File: src/rtl/array_sequencer_pkg.sv
// array_sequencer_pkg
//   Shared sizing and state encoding for the systolic-array operand sequencer.
//   N        : array edge length (lanes on each of the west and north edges)
//   NUM_BITS : operand width
//   seq_state_t : job-level state of the sequencer
package array_sequencer_pkg;

  localparam int N        = 4;
  localparam int NUM_BITS = 8;

  typedef enum logic [1:0] {IDLE, FEED, DRAIN, DONE} seq_state_t;

  // Bit width for a value range 0..v-1, never narrower than one bit.
  function automatic int clog2_min1(input int v);
    return (v > 1) ? $clog2(v) : 1;
  endfunction

endpackage

File: src/rtl/array_sequencer_skew.sv
// skew_delay
//   Per-lane operand delay line: DEPTH registered stages with a synchronous
//   clear. DEPTH = 0 degenerates to a wire.
//   clk_i : clock
//   clr_i : synchronous clear of every stage
//   d_i   : lane input
//   q_o   : lane output, d_i delayed DEPTH cycles
module skew_delay #(
  parameter int DEPTH    = 1,
  parameter int NUM_BITS = 8
) (
  input  logic                clk_i,
  input  logic                clr_i,
  input  logic [NUM_BITS-1:0] d_i,
  output logic [NUM_BITS-1:0] q_o
);

  if (DEPTH == 0) begin : g_wire
    logic unused_ctl;
    assign unused_ctl = ^{clk_i, clr_i};
    assign q_o = d_i;
  end else begin : g_sr
    logic [DEPTH-1:0][NUM_BITS-1:0] sr;

    always_ff @(posedge clk_i) begin
      if (clr_i) begin
        sr <= '0;
      end else begin
        sr[0] <= d_i;
        for (int s = 1; s < DEPTH; s++) sr[s] <= sr[s-1];
      end
    end

    assign q_o = sr[DEPTH-1];
  end

endmodule

File: src/rtl/array_sequencer.sv
// array_sequencer
//   Streams K_DEPTH columns of A and rows of B out of the operand buffers,
//   skews them onto the west/north edges of an N x N systolic array and
//   strobes each column's accumulator when its inner product is complete.
//   Optional feature (macro SEQ_ABORT_EN): abort_i input cancels a running job.
//
//   clk_i, rst_i            : clock, synchronous active-high reset
//   start_i                 : job request, taken only in IDLE
//   abort_i                 : (SEQ_ABORT_EN only) cancel job in FEED/DRAIN
//   busy_o, done_o          : job in flight / one-cycle completion pulse
//   a_rd_en_o, b_rd_en_o    : operand buffer read strobes
//   rd_addr_o               : shared read index k
//   a_rd_data_i, b_rd_data_i: A column k / B row k, one cycle after strobe
//   left_o, top_o           : skewed west / north edge operands
//   acc_valid_o             : per-column accumulator capture strobe
module array_sequencer
  import array_sequencer_pkg::*;
#(
  parameter  int K_DEPTH = N,
  localparam int ADDR_W  = clog2_min1(K_DEPTH)
) (
  input  logic                         clk_i,
  input  logic                         rst_i,
  input  logic                         start_i,
`ifdef SEQ_ABORT_EN
  input  logic                         abort_i,
`endif
  output logic                         busy_o,
  output logic                         done_o,
  output logic                         a_rd_en_o,
  output logic                         b_rd_en_o,
  output logic [ADDR_W-1:0]            rd_addr_o,
  input  logic [N-1:0][NUM_BITS-1:0]   a_rd_data_i,
  input  logic [N-1:0][NUM_BITS-1:0]   b_rd_data_i,
  output logic [N-1:0][NUM_BITS-1:0]   left_o,
  output logic [N-1:0][NUM_BITS-1:0]   top_o,
  output logic [N-1:0]                 acc_valid_o
);

  // cnt = cycles since acceptance minus one; spans 0..K_DEPTH+2N-1.
  localparam int CNT_W = clog2_min1(K_DEPTH + 2*N);
  localparam int LAST  = K_DEPTH + 2*N - 1;

  seq_state_t state, state_nxt;
  logic [CNT_W-1:0] cnt, cnt_nxt;
  logic rd_vld;      // buffer data on the inputs this cycle belongs to the job
  logic abort_hit;
  logic flush;

`ifdef SEQ_ABORT_EN
  assign abort_hit = abort_i && ((state == FEED) || (state == DRAIN));
`else
  assign abort_hit = 1'b0;
`endif
  assign flush = rst_i | abort_hit;

  always_ff @(posedge clk_i) begin
    if (rst_i) begin
      state  <= IDLE;
      cnt    <= '0;
      rd_vld <= 1'b0;
    end else begin
      state  <= state_nxt;
      cnt    <= cnt_nxt;
      rd_vld <= a_rd_en_o & ~abort_hit;
    end
  end

  always_comb begin
    state_nxt   = state;
    cnt_nxt     = cnt;
    busy_o      = (state != IDLE);
    done_o      = (state == DONE);
    a_rd_en_o   = 1'b0;
    rd_addr_o   = '0;
    acc_valid_o = '0;
    case (state)
      IDLE: begin
        cnt_nxt = '0;
        if (start_i) state_nxt = FEED;
      end
      FEED: begin
        a_rd_en_o = 1'b1;
        rd_addr_o = cnt[ADDR_W-1:0];
        cnt_nxt   = cnt + 1'b1;
        if (cnt == CNT_W'(K_DEPTH - 1)) state_nxt = DRAIN;
      end
      DRAIN: begin
        cnt_nxt = cnt + 1'b1;
        if (cnt == CNT_W'(LAST)) state_nxt = DONE;
      end
      DONE: begin
        cnt_nxt   = '0;
        state_nxt = IDLE;
      end
      default: state_nxt = IDLE;
    endcase
    // Column j's last product term leaves the array N+j cycles after the
    // final read's data arrives.
    for (int j = 0; j < N; j++)
      acc_valid_o[j] = (state == DRAIN) && (cnt == CNT_W'(K_DEPTH + N + j));
    if (abort_hit) begin
      state_nxt = IDLE;
      cnt_nxt   = '0;
    end
    b_rd_en_o = a_rd_en_o;
  end

  // Stale buffer outputs are masked so the edges carry zero between jobs.
  logic [N-1:0][NUM_BITS-1:0] a_in, b_in;
  assign a_in = rd_vld ? a_rd_data_i : '0;
  assign b_in = rd_vld ? b_rd_data_i : '0;

  for (genvar g = 0; g < N; g++) begin : g_lane
    skew_delay #(.DEPTH(g), .NUM_BITS(NUM_BITS)) u_skew_a (
      .clk_i (clk_i), .clr_i (flush), .d_i (a_in[g]), .q_o (left_o[g])
    );
    skew_delay #(.DEPTH(g), .NUM_BITS(NUM_BITS)) u_skew_b (
      .clk_i (clk_i), .clr_i (flush), .d_i (b_in[g]), .q_o (top_o[g])
    );
  end

endmodule

File: config.mk
export PLATFORM = sky130hd
export DESIGN_NAME = array_sequencer
export DESIGN_NICKNAME = d
export VERILOG_FILES = /design/src/rtl/array_sequencer_pkg.sv /design/src/rtl/array_sequencer_skew.sv /design/src/rtl/array_sequencer.sv
export SDC_FILE = /design/constraint.sdc
export NUM_CORES = 1
export LEC_CHECK = 0
export CAP_MARGIN = 20
export CORE_MARGIN = 5
export CORE_UTILIZATION = 30
export CTS_CLUSTER_SIZE = 24
export DETAILED_ROUTE_END_ITERATION = 8
export HOLD_SLACK_MARGIN = 0.05
export PLACE_DENSITY_LB_ADDON = 0.08
export SLEW_MARGIN = 20
export SYNTH_ARGS = -nofsm -noshare
export SYNTH_HDL_FRONTEND = slang
export SYNTH_SLANG_ARGS = --single-unit
File: constraint.sdc
create_clock -name clk_i -period 4.3 [get_ports clk_i]
set_input_delay 0.86 -clock clk_i [delete_from_list [all_inputs] [get_ports clk_i]]
set_output_delay 0.86 -clock clk_i [all_outputs]
set_load 0.03 [all_outputs]
# Word-level counts from Yosys, hierarchy flattened
# Index checks and enable logic that the tools add are counted.
# Widths: inputs -> output; s select.
[totals] out_inout_bits=74 elab_cells=47 reg_bits=103 in_bits=67
[classes] reduce_logical=10 bitwise=1 n_addsub=1 muxes=9 eq_ne=11
[ops] operator="$eq 4x4->1 const B" count=4
[ops] operator="$mux 8" count=2
[ops] operator="$mux 2" count=4
[ops] operator="$pmux 2 s4" count=1
[ops] operator="$pmux 4 s2" count=1
[ops] operator="$ne 2x2->1 const B" count=3
[ops] operator="$reduce_or 2->1" count=3
[ops] operator="$add 4x1->4 const B" count=1
[ops] operator="$eq 2x2->1 const B" count=2
[ops] operator="$eq 4x2->1 const B" count=1
[ops] operator="$logic_and 1x1->1" count=4
[ops] operator="$reduce_and 3->1" count=1
[ops] operator="$eq 2x1->1 const B" count=1
[ops] operator="$logic_not 2->1" count=1
[ops] operator="$reduce_bool 2->1" count=1
[ops] operator="$mux 1" count=1
[ops] operator="$not 1->1" count=1

# Longest topological paths before layout
# Gate-level depths: netlist of the first run.
[logic_depth] word_depth=3 depth_mapped=5 ltp_nobuf=5

# By module
# Synthesis of the first run repeated with hierarchy kept, for this count alone.
[hier_totals] hier_cells=365 area_unflattened_um2=3988.8
[modules_own_cells] module="skew_delay (g_lane[3].u_skew_a ...)" cells_each=58 area_each_um2=753.2 n_inst=2 seq_area_each_um2=480.5
[modules_own_cells] module="skew_delay (g_lane[2].u_skew_a ...)" cells_each=41 area_each_um2=524.3 n_inst=2 seq_area_each_um2=320.3
[modules_own_cells] module="array_sequencer" cells_each=119 area_each_um2=893.4 n_inst=1 seq_area_each_um2=140.1
[modules_own_cells] module="skew_delay (g_lane[1].u_skew_a ...)" cells_each=16 area_each_um2=210.2 n_inst=2 seq_area_each_um2=160.2
[modules_own_cells] module="skew_delay (g_lane[0].u_skew_a ...)" cells_each=8 area_each_um2=60.1 n_inst=2 seq_area_each_um2=0.0

# Worst setup path after synthesis of the first run
# No wires, ideal clock.
[synth_timing] kind="flip-flop to output port" start="reg state[1]" end="out rd_addr_o[0]" stages_incl_launch_ff=4 t_required_ps=3440 path_buffers=0 slack_ps=2274 arrival_ps=1166 cell_sequence="dfxtp_1 inv_1 ha_1 and2_1"
[synth_between] elab_chain_cells=2
[synth_lines] element="start: declaration" line_no="array_sequencer.sv:44" rtl="seq_state_t state, state_nxt;"
[synth_lines] element="start signal: assignment" line_no="array_sequencer.sv:63" rtl="state <= state_nxt;"
[synth_lines] element="$eq 2x1->1" line_no="array_sequencer.sv:77" rtl="case (state)"
[synth_lines] element="$mux 2" line_no="array_sequencer.sv:77"
[synth_lines] element="end: declaration" line_no="array_sequencer.sv:32" rtl="output logic [ADDR_W-1:0] rd_addr_o,"
# No other way between the ends.

==> results of run 1 <==
## stage by stage
stage          total power [mW]  util [%]  setup WS, ns  hold slack [ns]  area, sq um
2_1_floorplan              1.35         -          2.27            0.414         3360
3_3_place_gp               1.54      42.6          1.34            0.415         4660
3_5_place_dp               1.55      42.6          1.33            0.420         4660
4_1_cts                    2.36      45.3          1.33            0.435         4960
5_1_grt                    2.44      45.3          1.28            0.450         4960
6_report                   2.31      45.3          1.33            0.431         4960
## flip-flops by register name, summed over array words and instances (netlist names)
name and cells:
g_lane.u_skew_a.q_o 24, g_lane.u_skew_b.q_o 24, g_lane.u_skew_a.g_sr.sr 24, g_lane.u_skew_b.g_sr.sr 24, cnt 4, state 2, rd_vld 1
## per-layer routing
metal / routed length, um / share of wire (%)
met1: 2500 / 40
met2: 2960 / 47
met3: 790 / 13
met4: 63 / 1.0
met5: 0 / 0
## synthesized netlist by cell type (all sizes together)
| library cell | number | share of area [%] |
|---|---|---|
| a2111oi | 1 | 0.26 |
| a211oi | 1 | 0.22 |
| a221o | 1 | 0.30 |
| and2 | 70 | 13 |
| and3b | 1 | 0.26 |
| buf | 33 | 7.4 |
| clkbuf | 11 | 1.2 |
| dfxtp | 103 | 61 |
| ha | 9 | 3.3 |
| inv | 6 | 0.67 |
| mux2i | 1 | 0.30 |
| nand2b | 2 | 0.37 |
| nand3 | 1 | 0.15 |
| nand3b | 1 | 0.22 |
| nor2 | 4 | 0.45 |
| nor2b | 51 | 9.5 |
| or3 | 1 | 0.19 |
| or3b | 1 | 0.26 |
| xnor2 | 1 | 0.26 |
| xor2 | 1 | 0.26 |
## power breakdown
group	internal [mW]	leakage, nW	switching (mW)
combinational	0.227	0.959	0.243
sequential	1.02	0.833	0.0323
clock	0.466	0.138	0.330
total	1.71	1.93	0.605
## kinds of logic (layout without fill, tap and decap cells)
| family | after synthesis | after routing |
|---|---|---|
| flip-flops | 103 | 103 |
| multiplexers | 1 | 1 |
| AO/OA/AOI/OAI | 3 | 3 |
| AND/OR/NAND/NOR | 132 | 132 |
| XOR/XNOR | 2 | 2 |
| buffers and inverters | 50 | 162 |
| adder cells (fa/ha/maj) | 9 | 9 |
## worst max path at each step
stage               depth (start not counted)  slack, ns            to
floorplan                                   3       2.27  rd_addr_o[0]
global placement                            3       1.34     left_o[4]
detailed placement                          3       1.33      top_o[4]
CTS                                         3       1.33      top_o[5]
global route                                3       1.28      top_o[5]
finish                                      3       1.33     left_o[5]
## layout make-up
type                            count  area (sq um)  area share (%)
Clock buffer                       11           243            4.90
Clock inverter                      4          53.8            1.09
Inverter                            6          22.5           0.454
Multi-Input combinational cell    147           996            20.1
Sequential cell                   103          2060            41.6
Tap cell                          140           175            3.53
Timing Repair Buffer              141          1400            28.3
## worst max-delay path: cells and delay by family
family | cells | cell delay, ns
buffers and inverters | 2 | 1.13
AND/OR/NAND/NOR | 1 | 0.11
==> flow_summary.ini, run 1 <==
[run_status]
status = completed

[floorplan]
pin_count = 141
initial_utilization_pct = 30.7
fp-row-count = 38
fp.dieArea_sq_mm = 0.0134
die_h_um = 116
die_w_um = 116
core-area_sq_mm = 0.0109

[critical_path]
r2r_slack_ns = 2.56
r2r_end = state[0]
slowest_delay_ns = 0.67
crit_type = in2out
endpoint_kind = output pin
crit_required_ns = 3.44
arrival_ns = 2.11
slowest_stage = clkdlybuf4s50_1
critPathLaunch = a_rd_data_i[5]
reg2reg_depth = 4
cpMostUsedCell = clkdlybuf4s50_1
cp_max_fo = 1
r2r_start = cnt[0]
crit_chain = clkdlybuf4s50_1 -> and2_1 -> clkdlybuf4s50_1
cp-start-kind = input port

[synthesis]
ys_ff_latch = 103
syn_nets = 376
synth_compound_gate_area_share_pct = 0.782
yosysWarnings = 0
syn-instance-count = 300
synth_area_sq_mm = 0.00336
synthAdderAreaFrac_pct = 3.35
synth_top_family_by_area = simple AND/OR/NAND/NOR gates
synthMuxAreaShare_pct = 0.298
synth_area_per_cell_sq_um = 11.2
synthXorXnorAreaFrac_pct = 0.521
synth-seq-area-share_pct = 61.3
synthSimpleGateAreaFrac_pct = 24.5
yosysUniqueCellTypes = 21

[flow_run]
maxCapViolCount = 0

[placed_design]
routabilityCongestion = 0.680
port_buffers = 140
dpl.hpwl_mm = 4.52
dp.cells = 537

[timing]
report.final.hold_viol_count = 0
finalMaxSlewViolations = 0
rsz0062_at_grt = no
tns_ns = 0
period_share_pct = 69.0
fin_crit_ns = 2.97
max_freq_mhz = 337
setup_viol = 0
finClkSkew_ns = 0.00971
max_slew_margin_pct = 44.0
tightest_slew_ns = 0.839

[grt]
grt_pass1_wl_mm = 10.3
grt.busiest_layer = met2
use_met1_pct = 11.0
grt_pass1_vias = 2101
grt_max_degree = 55
grtUsageMet2_pct = 15.5
met3_usage_pct = 6.63
grt_usage_pct = 9.87
antenna_found_initial = 0
gr-total-overflow = 0

[detailed_routing]
vias_per_cell = 3.78
route.detailed.wl_per_inst_um = 11.4
wl_mm = 6.31
drcViolationCount = 0
first_iter_violations = 59
dr.pass1.iters = 4
vias = 2088
antenna_left = 0

[hold_path]
min_path_type = reg2reg
hold_start = g_lane[3].u_skew_a.g_sr.sr[14]
min_to = g_lane[3].u_skew_a.q_o[6]
hold_depth = 1

[final_layout]
area_growth_pct = 47.4
insertedDiodeCount = 0
final_common_cell = clkdlybuf4s50_1
fill_cells = 1044
drive_gt1_share_pct = 4.37
final_nets = 484
layout_common_cells = clkdlybuf4s50_1, dfxtp_1, and2_1
stdcell_count = 552

[clock_tree]
cts_resized = 0
cts_max_level = 3
worstSkewPairLatency_ns = 0.33
clk_pin_slew_worst_paths_ns = 0.07
cts_sinks = 103
postCtsHoldBufs = 0
clock-root-buffer = clkbuf_16
post_cts_buffers = 0
cts_tree = done
clock_path_buffers = 2
numCtsBuffers = 9

[power_and_ir_drop]
ir_drop_uv = 226
leakagePower_nw = 1.93
power_density_mw_per_mm2 = 467
No activity file was read; power rests on OpenSTA's default activity.
==> run 2: changes to the inputs <==
==> constraint.sdc (replaced) <==
create_clock -name clk_i -period 2.8 [get_ports clk_i]
set_input_delay 0.56 -clock clk_i [delete_from_list [all_inputs] [get_ports clk_i]]
set_output_delay 0.56 -clock clk_i [all_outputs]
set_load 0.03 [all_outputs]
==> flow_summary.ini, run 2 (synthesis gave the netlist of run 1 again) <==
[power_and_ir_drop]
power_density_mw_per_mm2 = 726
power_mw = 3.61
seq_power_share_pct = 44.6
p_clk_share_pct = 35.4
switching_share_pct = 27.3
power_frac_comb_pct = 20.0
leakagePower_nw = 1.95
power.switching_mw = 0.987
ir_drop_uv = 286
p_int_mw = 2.62

[floorplan]
initial_utilization_pct = 30.7
fp-row-count = 38
pin_count = 141
fp.dieArea_sq_mm = 0.0134
core-area_sq_mm = 0.0109
die_w_um = 116
die_h_um = 116

[final_layout]
final_nets = 484
final_common_cell = clkdlybuf4s50_1
fill_cells = 1080
stdcell_count = 553
multi_input_area_sq_um = 996
final_core_utilization_pct = 45.5
layout_common_cells = clkdlybuf4s50_1, dfxtp_1, and2_1
area_growth_pct = 47.9
seq_area_sq_mm = 0.00206
insertedDiodeCount = 0
drive_gt1_share_pct = 4.84

[critical_path]
critPathLaunch = state[0]
crit_required_ns = 2.24
arrival_ns = 2.02
reg2reg_depth = 4
r2r_start = cnt[0]
r2r_slack_ns = 1.07
r2r_end = state[0]
cp_max_fo = 4
endpoint_kind = output pin
crit_end = acc_valid_o[3]
cp-start-kind = flop
crit_type = reg2out

[timing]
period_share_pct = 92.3
setup_viol = 0
finalMaxSlewViolations = 0
finClkSkew_ns = 0.00732
rsz0062_at_grt = no
fin_crit_ns = 2.58
tightest_slew_ns = 0.834
max_freq_mhz = 387
report.final.hold_viol_count = 0
tns_ns = 0
max_slew_margin_pct = 44.3

[clock_tree]
numCtsBuffers = 9
clock_path_buffers = 2
cts_tree = done
cts_max_level = 3
postCtsHoldBufs = 0
clk_pin_slew_worst_paths_ns = 0.07
cts_resized = 0
worstSkewPairLatency_ns = 0.33
cts_sinks = 103
clock-root-buffer = clkbuf_16
post_cts_buffers = 0

[placed_design]
routabilityCongestion = 0.697
port_buffers = 140
dpl.hpwl_mm = 4.65
dp.cells = 537

[grt]
grt_pass1_vias = 2090
gr-total-overflow = 0
grt_max_degree = 49
grt_pass1_wl_mm = 10.3
grt_usage_pct = 9.89
antenna_found_initial = 0

[detailed_routing]
dr.pass1.iters = 4
route.detailed.wl_per_inst_um = 11.6
drcViolationCount = 0
first_iter_violations = 74
wl_mm = 6.43
vias = 2085
vias_per_cell = 3.77
antenna_left = 0

[hold_path]
min_path_type = reg2reg
hold_start = g_lane[3].u_skew_a.g_sr.sr[14]

[flow_run]
maxCapViolCount = 0

[run_status]
status = completed
-- run 2: cell types whose count changed in the layout (fill, tap and decap cells not counted) --
cell	change
clkinvlp_4	-2
clkbuf_1	-1
clkbuf_8	-1
clkinv_2	+1
clkinv_4	+1
clkinv_8	+1
inv_6	+1
inv_8	+1
-- run 2: final cells by class --
cell class | instances | area share [%]
multi-input cells | 147 | 20.0
flip-flops and latches | 103 | 41.5
clock inverters | 7 | 1.79
well taps | 140 | 3.52
inverters | 6 | 0.453
clock buffers | 9 | 4.53
repair buffers | 141 | 28.2
-- run 2: through the flow --
stage / cell area [sq um] / setup slack (ns) / hold slack [ns]
global route: 4970 / 0.104 / 0.455
detailed placement: 4660 / 0.434 / 0.420
finish: 4970 / 0.217 / 0.436
global placement: 4660 / 0.436 / 0.414
CTS: 4970 / 0.174 / 0.437
floorplan: 3360 / 1.07 / 0.414
-- run 2: power groups by stage --
stage | clock network, mW | registers, mW | logic [mW]
detailed placement | 0 | 1.65 | 0.735
global route | 1.40 | 1.63 | 0.772
finish | 1.28 | 1.61 | 0.722
global placement | 0 | 1.64 | 0.731
floorplan | 0 | 1.66 | 0.409
CTS | 1.34 | 1.61 | 0.738
-- run 2: worst min path at each step --
stage	cells after the start	slack, ns	to
after global routing	1	0.45	g_lane[3].u_skew_a.g_sr.sr[14]
final	1	0.44	g_lane[3].u_skew_a.q_o[6]
after floorplan	1	0.41	g_lane[2].u_skew_a.q_o[0]
after detailed placement	1	0.42	g_lane[3].u_skew_a.q_o[2]
after CTS	1	0.44	g_lane[3].u_skew_b.g_sr.sr[8]
after global placement	1	0.41	g_lane[2].u_skew_b.q_o[4]
-- run 2: critical path, stage by stage, from the launching register on --
cell             delay (ns)
dfxtp_1                0.36
inv_1                  0.10
ha_1                   0.24
and3b_1                0.22
and2_2                 0.19
clkdlybuf4s50_1        0.59
-- run 2: layer usage --
layer,GRT usage [%],part of all wire [%],vias up
met1,10.9,40,911
met3,5.33,13,6
met4,3.94,1.1,0
met2,16.0,46,75
li1,-,-,1093
met5,0,0,-
==> variant 1: new RTL, settings of run 1 <==
Register the output `acc_valid_o`, with the module's reset; this adds one clock of latency there. The other outputs are not delayed to match.
--- a/src/rtl/array_sequencer.sv
+++ b/src/rtl/array_sequencer.sv
@@ -43,2 +43,4 @@
 
+  logic [N-1:0] acc_valid_d;
+
   seq_state_t state, state_nxt;
@@ -75,3 +77,3 @@
     rd_addr_o   = '0;
-    acc_valid_o = '0;
+    acc_valid_d = '0;
     case (state)
@@ -100,3 +102,3 @@
     for (int j = 0; j < N; j++)
-      acc_valid_o[j] = (state == DRAIN) && (cnt == CNT_W'(K_DEPTH + N + j));
+      acc_valid_d[j] = (state == DRAIN) && (cnt == CNT_W'(K_DEPTH + N + j));
     if (abort_hit) begin
@@ -122,2 +124,10 @@
 
+  always_ff @(posedge clk_i) begin
+    if (rst_i) begin
+      acc_valid_o <= '0;
+    end else begin
+      acc_valid_o <= acc_valid_d;
+    end
+  end
+
 endmodule
Function: changed (Yosys sat finds a counterexample within 10 cycles, from zero or initial values and one cycle with rst_i high).
==> variant 1 against run 1 <==
  * Final cell count rose by 1.4%
  * Largest cell class unchanged
  * Total power up 0.62%
  * Combinational power is 1% lower
  * Non-clock buffer count is the same
  * Wire length up 4.2%
  * Synthesized area is 2.8% higher
  * Synthesized cell count up 1.7%
  * Final area increased by 1.6%
  * Clock skew fell by 5.0 ps
  * Sequential cell count is 4 higher
  * Setup slack worse by 6.6 ps
==> variant 1: results (changes against run 1) <==
[timing]
timing.hold.ws_ps = 435.3  ; +3.924 ps
finClkSkew_ps = 4.717  ; -4.989 ps
max_slew.worst_pin.slew_ps = 783.6  ; -55.24 ps
fmax_mhz = 336.3  ; -0.22%

[synthesis]
synth_cell_types = 22  ; +4.8%
synth_common_cells = 107 x dfxtp_1, 69 x and2_1, 51 x nor2b_1, 33 x buf_4, 11 x clkbuf_1
synth_fa_ha_area_share_pct = 3.260  ; -0.090 points
synth-compound-area-share_pct = 0.7606  ; -0.021 points
syn_avg_cell_area_sq_um = 11.33  ; +1.1%
ys_seq_area_share_pct = 62.01  ; +0.67 points
synth_area_leaders = dfxtp_1 62%, and2_1 12%, nor2b_1 9.2%
synth_xor_area_share_pct = 0.5071  ; -0.014 points
synth.area.mux_share_pct = 0.2898  ; -0.0080 points

[routing]
wl_met1_microns = 2728  ; +9.1%
route.met3.wl_microns = 693  ; -12%
vias_per_cell = 3.736  ; -1.2%
dr_wl_met2_microns = 3074  ; +4.0%
totalWireLength_microns = 6577  ; +4.2%
dr.pass1.iters = 3  ; -1
routedWlPerCell_microns = 11.74  ; +2.7%
drt_iter0_drc = 65  ; +10%

[place]
numPortBuffers = 140  ; unchanged
hpwl_microns = 4769  ; +5.6%
gp_congestion = 0.6999  ; +3.0%
post-place-ws_ps = 1323  ; -6.970 ps

[power_and_ir_drop]
leakage_nw = 1.964  ; +1.8%
irDropWorstVdd_mv = 0.3152  ; +40%

[min_path]
hold_path_end = g_lane[2].u_skew_b.q_o[4]
min_from = g_lane[2].u_skew_b.g_sr.sr[4]

[global_route]
grt_pass1_vias = 2077  ; -1.1%
grtUsageTotal_pct = 9.938  ; +0.067 points
grt_max_degree = 49  ; -11%
met2_usage_pct = 15.66  ; +0.21 points
grt_pass1_wl_microns = 10760  ; +4.6%
met1_usage_pct = 10.68  ; -0.28 points
globalRouteMet3Util_pct = 6.689  ; +0.057 points

[outcome]
status = complete, no violations

[cells_and_area]
drive_above_1_share_pct = 4.796  ; +0.43 points

variant 1: power by group:
group	total [mW]	leakage (nW)	switching, mW	internal, mW
sequential	1.09	0.865	0.0328	1.05
clock	0.778	0.146	0.352	0.426
combinational	0.465	0.953	0.238	0.227
variant 1: cell type report:
cell class | instances | area, sq um
multi-input combinational | 147 | 997.2
clock buffer | 11 | 252.7
tap | 143 | 178.9
sequential | 107 | 2142
fill | 1125 | 6336
inverter | 6 | 22.52
timing repair buffer | 141 | 1404
clock inverter | 5 | 36.28
variant 1: worst max path at each step:
stage	startpoint	end	cells after the start
floorplan	state[1]	rd_addr_o[0]	3
global placement	a_rd_data_i[2]	left_o[2]	3
detailed placement	b_rd_data_i[3]	top_o[3]	3
CTS	b_rd_data_i[3]	top_o[3]	3
global route	a_rd_data_i[3]	left_o[3]	3
finish	b_rd_data_i[3]	top_o[3]	3
variant 1: worst max-delay path, stage by stage:
cell	delay (ps)
clkdlybuf4s50_1	460
and2_1	120
clkdlybuf4s50_1	670
==> variant 2: new RTL, config.mk and constraints of run 1 <==
Made on the original files. Change the package constant `N` from 4 to 2.
--- a/src/rtl/array_sequencer_pkg.sv
+++ b/src/rtl/array_sequencer_pkg.sv
@@ -7,3 +7,3 @@
 
-  localparam int N        = 4;
+  localparam int N        = 2;
   localparam int NUM_BITS = 8;
Interface: changed (6 resized); port bits go from 141 to 74. The function was not compared with the original's and may differ.
==> variant 2 against run 1 <==
  * Sequential cell count fell by 81
  * Final area fell by 65%
  * Via count fell by 60%
  * Setup slack got worse by 2.8 ps
  * Synthesized area fell by 73%
  * Critical path depth did not move
  * Critical path type unchanged
  * Clock power fell by 86%
  * Total power fell by 69%
  * Wire length fell by 61%
  * Synthesized cell count fell by 70%
  * First-iteration DRC count fell by 58%
==> variant 2: results (changes against run 1) <==
[place]
gp_congestion = 0.6921  ; +1.8%
numPortBuffers = 73  ; -48%
hpwl_microns = 2103  ; -53%

[clocking]
clock_latency_ps = 290  ; -40 ps
root_buffer = clkbuf_4
tritoncts.num_buffers = 3  ; -6
ctsHtreeMaxLevel = 1  ; -2
clk_transition_reported_paths_ps = 110  ; +40 ps

[worst_setup_path]
critPathMaxFanout = 1  ; unchanged
r2r_cells = 6  ; +2
reg2reg_to = state[1]
timing.rr.start = state[1]
rrSetupSlack_ps = 2740  ; +180 ps

[power_and_ir_drop]
irDropWorstVdd_mv = 0.2164  ; -4.1%
leakage_nw = 0.6820  ; -65%

[routing]
dr.pass1.iters = 3  ; -1
dr_wl_met2_microns = 1150  ; -61%
routedWlPerCell_microns = 12.42  ; +8.6%
vias_per_cell = 4.286  ; +13%
drt_iter0_drc = 25  ; -58%
wl_met1_microns = 964  ; -61%
route.met3.wl_microns = 302  ; -62%

[cells_and_area]
finalNetCount = 206  ; -57%
drive_above_1_share_pct = 6.135  ; +1.8 points

[min_path]
hold_path_end = cnt[0]
min_from = cnt[0]
hold_path_class = register to register

[global_route]
globalRouteMet3Util_pct = 4.786  ; -1.8 points
met1_usage_pct = 12.08  ; +1.1 points
grtUsageTotal_pct = 11.70  ; +1.8 points
grt_max_degree = 18  ; -67%
grt_pass1_vias = 871  ; -59%
met2_usage_pct = 20.86  ; +5.4 points
grt_pass1_wl_microns = 3815  ; -63%

[synthesis]
ys_seq_area_share_pct = 47.89  ; -13 points
async_flop_share_pct = 0  ; unchanged
synth_area_leaders = dfxtp_1 48%, and2_1 22%, ha_1 9.5%
synth_cell_types = 22  ; +4.8%
synth_nets = 131  ; -65%
synth_common_cells = 33 x and2_1, 22 x dfxtp_1, 7 x ha_1, 6 x inv_1

[outcome]
status = complete, no violations

[timing]
timing.hold.ws_ps = 520.0  ; +88.54 ps
max_slew.worst_pin.slew_ps = 439.2  ; -399.7 ps
finClkSkew_ps = 1.526  ; -8.180 ps

variant 2: worst max path at each step:
stage                              start   endpoint  slack (ps)  cells past startpoint
after floorplan                 state[1]  rd_addr_o        2280                      3
after global placement    b_rd_data_i[6]   top_o[6]        1340                      3
after detailed placement  b_rd_data_i[6]   top_o[6]        1330                      3
after CTS                 b_rd_data_i[5]   top_o[5]        1330                      3
after global routing      b_rd_data_i[6]   top_o[6]        1280                      3
final                     b_rd_data_i[5]   top_o[5]        1330                      3
variant 2: worst max-delay path: stages:
cell and delay [ps]:
clkdlybuf4s50_1 450, and2_1 110, clkdlybuf4s50_1 680
variant 2: cell type report:
type	count	area, sq um
clock buffers	4	36.28
flip-flops and latches	22	440.4
multi-input cells	58	440.4
repair buffers	73	730.7
fillers	305	1291
inverters	6	22.52
well taps	33	41.29
variant 2: report_power, final:
part	total (mW)	switching, mW	internal (mW)
clock network	0.108	0.0563	0.0516
logic	0.366	0.189	0.177
registers	0.252	0.0221	0.230
variant 2: cell families (layout without fill, tap and decap cells):
| family | count (synthesis) | after routing | share of synthesized area, % |
|---|---|---|---|
| compound gates | 5 | 5 | 4.897 |
| xor+xnor | 1 | 1 | 0.9526 |
| fa+ha+maj | 7 | 7 | 9.523 |
| buf+inv | 9 | 83 | 4.217 |
| flops | 22 | 22 | 47.89 |
| mux | 2 | 2 | 2.721 |
| simple gates | 43 | 43 | 29.80 |
variant 2: metrics by stage:
step	setup WS, ps	instance area [sq um]	std cells
after floorplan	2277	919.6	89
after global placement	1339	1675	192
after detailed placement	1330	1675	192
after CTS	1329	1712	196
after global routing	1275	1712	196
final	1330	1712	196
